--- src/rtl/multiword_add_ctrl.sv ---
// Multi-word adder: streams LS-word-first operand pairs through one ripple-carry adder.
// Latency: 1 cycle accept -> out_valid. Backpressure: single output register; in_ready only when it drains.
// Carry between words lives in a register, so no combinational path spans words.

module ripple_carry_adder #(
    parameter int WIDTH = 4
) (
    input  logic [WIDTH-1:0] a,
    input  logic [WIDTH-1:0] b,
    input  logic             cin,
    output logic [WIDTH-1:0] sum,
    output logic             cout
);
    logic [WIDTH:0] c;

    assign c[0] = cin;

    for (genvar i = 0; i < WIDTH; i++) begin : g_fa
        assign sum[i]   = a[i] ^ b[i] ^ c[i];
        assign c[i + 1] = (a[i] & b[i]) | (c[i] & (a[i] ^ b[i]));
    end

    assign cout = c[WIDTH];
endmodule

module multiword_add_ctrl #(
    parameter int WIDTH = 4,
    parameter int CNT_W = 8
) (
    input  logic             clk,
    input  logic             rst,
    input  logic             start,
    input  logic             cin,
    input  logic             in_valid,
    output logic             in_ready,
    input  logic [WIDTH-1:0] in_a,
    input  logic [WIDTH-1:0] in_b,
    input  logic             in_last,
    output logic             out_valid,
    input  logic             out_ready,
    output logic [WIDTH-1:0] out_sum,
    output logic             out_last,
    output logic             out_cout,
    output logic             busy,
    output logic [CNT_W-1:0] word_count
);
    typedef enum logic [1:0] {
        IDLE  = 2'd0,
        RUN   = 2'd1,
        DRAIN = 2'd2
    } state_t;

    state_t           state;
    logic             carry_q;
    logic [WIDTH-1:0] add_sum;
    logic             add_cout;
    logic             accept;
    logic             xfer;

    ripple_carry_adder #(.WIDTH(WIDTH)) u_adder (
        .a    (in_a),
        .b    (in_b),
        .cin  (carry_q),
        .sum  (add_sum),
        .cout (add_cout)
    );

    // in_ready depends only on state and the output handshake, never on in_valid
    assign in_ready = (state == RUN) && (!out_valid || out_ready);
    assign accept   = in_valid && in_ready;
    assign xfer     = out_valid && out_ready;
    assign busy     = (state != IDLE);

    always_ff @(posedge clk) begin
        if (rst) begin
            state      <= IDLE;
            carry_q    <= 1'b0;
            out_valid  <= 1'b0;
            out_sum    <= '0;
            out_last   <= 1'b0;
            out_cout   <= 1'b0;
            word_count <= '0;
        end else begin
            case (state)
                IDLE: begin
                    if (start) begin
                        carry_q    <= cin;
                        word_count <= '0;
                        state      <= RUN;
                    end
                end
                RUN: begin
                    if (accept) begin
                        out_sum    <= add_sum;
                        out_last   <= in_last;
                        out_valid  <= 1'b1;
                        carry_q    <= add_cout;
                        word_count <= word_count + {{(CNT_W-1){1'b0}}, 1'b1};
                        if (in_last) begin
                            out_cout <= add_cout;
                            state    <= DRAIN;
                        end
                    end else if (xfer) begin
                        out_valid <= 1'b0;
                    end
                end
                DRAIN: begin
                    if (xfer) begin
                        out_valid <= 1'b0;
                        state     <= IDLE;
                    end
                end
                default: state <= IDLE;
            endcase
        end
    end
endmodule

--- config.mk ---
export PLATFORM = sky130hd
export DESIGN_NAME = multiword_add_ctrl
export DESIGN_NICKNAME = d
export VERILOG_FILES = /design/src/rtl/multiword_add_ctrl.sv
export SDC_FILE = /design/constraint.sdc
export NUM_CORES = 1
export LEC_CHECK = 0
export ABC_AREA = 1
export ABC_CLOCK_PERIOD_IN_PS = 5400
export CORE_MARGIN = 10
export CORE_UTILIZATION = 50
export DETAILED_ROUTE_END_ITERATION = 10
export GPL_TIMING_DRIVEN = 0
export PLACE_DENSITY = 0.87
export SYNTH_ARGS = -nofsm -noshare
export SYNTH_HDL_FRONTEND = slang
export SYNTH_SLANG_ARGS = --single-unit
--- constraint.sdc ---
create_clock -name clk -period 5.4 [get_ports clk]
set_input_delay 1.08 -clock clk [delete_from_list [all_inputs] [get_ports clk]]
set_output_delay 1.08 -clock clk [all_outputs]
set_load 0.01 [all_outputs]
==> results.tsv <==
metric	value	unit
die_w	66.8	µm
maxCapViolations	0	
synth_cells	164	
grt_max_degree	11	
slew_headroom	0.706	
whs	0.471	ns
fillers	162	
ant_nets	0	
rsz0062_at_grt	false	
synthTopCellsByArea	dfxtp_1 33%, nand2_1 15%, inv_1 9.9%, nor2_1 7.9%, fa_1 7.3%	
layout-drive-gt1-share	0.0553	
dp_hpwl	2260	µm
min_path_cells	2	
routed_wl	2780	µm
cpPeakStageDelay	0.49	ns
clock.fmax	289	MHz
core	2020	µm²
tritoncts	done	
worstSetupStartpointType	input pin	
clock_sinks	18	
setup_viol	0	
register_area	360	µm²
clk_pin_slew	0.10	ns
yosys_warnings	0	
cts_buffer_depth	2	
synth_top_area_share	0.328	
total_leakage_power	0.675	nW
num_rows	16	
grt_overflow	0	
ctsHoldBuffers	0	
power.total	0.628	mW
place.gp.congestion	0.855	
vdd_drop_max	0.240	mV
crit_slowest_cell	clkdlybuf4s50_1	
seq_area_frac_synth	0.328	
maxSlewViolCount	0	
vias	1104	
crit_type	input pin to primary output	
crit_chain	clkdlybuf4s50_1, nor2_1, nor2_1, clkdlybuf4s50_1	
cts-root-buf	clkbuf_4	
ys_async_sr_fraction	0	
critical_path_required	4.32	ns
skew	0.00674	ns
routed_via_density	4.88	
synth_top_area_cell	dfxtp_1	
die_h	66.8	µm
n_antenna_cell	0	
synth-main-ff-cell	dfxtp_1	
final_cells	226	
fin_tns_setup	0	ns
grt_pass1_vias	1066	
clk_latency	0.30	ns
endpoint_kind	primary output	
r2r_cells	10	
dp.cells	222	
start_util	0.543	
htreeDepth	1	
hold_path.class	flop to flop	
crit_fanout	3	
synth_edf_count	0	
post_cts.repair.setup_buffers	0	
worstMarginPinSlew	0.441	ns
outcome	complete, no violations	
drc	0	
fin_nets	224	
crit_arrival	2.38	ns
avgSynthCellArea	6.69	µm²
netlist_area	1100	µm²
postLayoutCellArea	1480	µm²
cts-resized-gates	0	
wl_met1	1150	µm
wire_per_inst	12.3	µm
multi_input_area	613	µm²
wl_met2	1410	µm
route.met3.wl	203	µm
grt_antenna_before_repair	0	
cts-buffers-inserted	3	
yosysMostFrequentCell	nand2_1	
hold_violations	0	
powerDensity	425	nW/µm²
io_pins	32	
syn2layout_area_growth	34.7	%
synth_common_cells	45 x nand2_1, 29 x inv_1, 23 x nor2_1	
yosys_register_bits	18	
routed.top_layer	met4	
synth_fp_nets	188	
globalRouteTotalUtil	0.128	
io_buffers	31	
grt_pass1_wl	4620	µm
ys_types	17	
final.min_clock_period	3.46	ns
placedInstanceArea	1440	µm²
die_area	4470	µm²
drt-initial-drc-count	53	
first_pass_iters	5	
post-route-period-util	0.641	
## logic make-up after synthesis
family | after synthesis | share of synthesized area
AOI/OAI and AO/OA | 21 | 0.108
buffers and inverters | 33 | 0.113
adders and majority gates | 9 | 0.130
DFF | 18 | 0.328
and+or+nand+nor | 83 | 0.320
## sequential cells by signal, indices dropped and copies added (netlist names)
register / flops
out_cout: 1
out_last: 1
carry_q: 1
out_valid: 1
state: 2
out_sum: 4
word_count: 8
## layout by cell type (no fill, tap or decap)
cell type / netlist / layout
a21oi_1: 11 / 11
clkbuf_1: 1 / 1
clkbuf_4: 0 / 3
clkbuf_8: 0 / 1
clkdlybuf4s50_1: 0 / 31
dfxtp_1: 18 / 18
fa_1: 4 / 4
ha_1: 5 / 5
inv_1: 29 / 29
inv_2: 3 / 3
nand2_1: 45 / 45
nand2_2: 1 / 1
nand3_1: 8 / 8
nand3_4: 1 / 1
nand3b_1: 1 / 1
nand4_1: 3 / 3
nor2_1: 23 / 23
nor2_2: 1 / 1
o21ai_0: 9 / 9
o21bai_4: 1 / 1
## layout make-up
cell class,instances,share of cell area
multi-input cells,113,0.415
inverters,32,0.0813
plain buffers,1,0.00254
repair buffers,31,0.210
flip-flops and latches,18,0.244
well taps,27,0.0229
clock buffers,4,0.0246
## where the power goes
part | switching (mW) | total (mW) | leakage, nW | internal, mW
registers | 0.0217 | 0.187 | 0.147 | 0.165
logic | 0.206 | 0.356 | 0.507 | 0.150
clock network | 0.0442 | 0.0853 | 0.0210 | 0.0411
## per-layer routing
metal / vias to the layer above / GRT usage
met5: - / 0
met3: 6 / 0.0401
met4: 0 / 0.0314
li1: 569 / -
met2: 35 / 0.241
met1: 494 / 0.134
## through the flow
stage / setup slack [ns] / utilization
detailed placement: 1.95 / 0.713
finish: 1.94 / 0.731
global route: 1.88 / 0.731
global placement: 2.00 / 0.713
floorplan: 2.69 / -
CTS: 1.95 / 0.731
## worst max-delay path: cells and delay by family
family / cells / cell delay, ns
simple gates: 2 / 0.36
buf+inv: 2 / 0.94
## path summary, 6_finish.rpt
check / start / endpoint / slack (ns)
setup / recovery: out_ready / in_ready / 1.94
hold reg to reg: out_cout / out_cout / 0.47
hold / removal: out_cout / out_cout / 0.47
setup reg to reg: carry_q / carry_q / 3.31
Power figures use the tool's default switching activity.
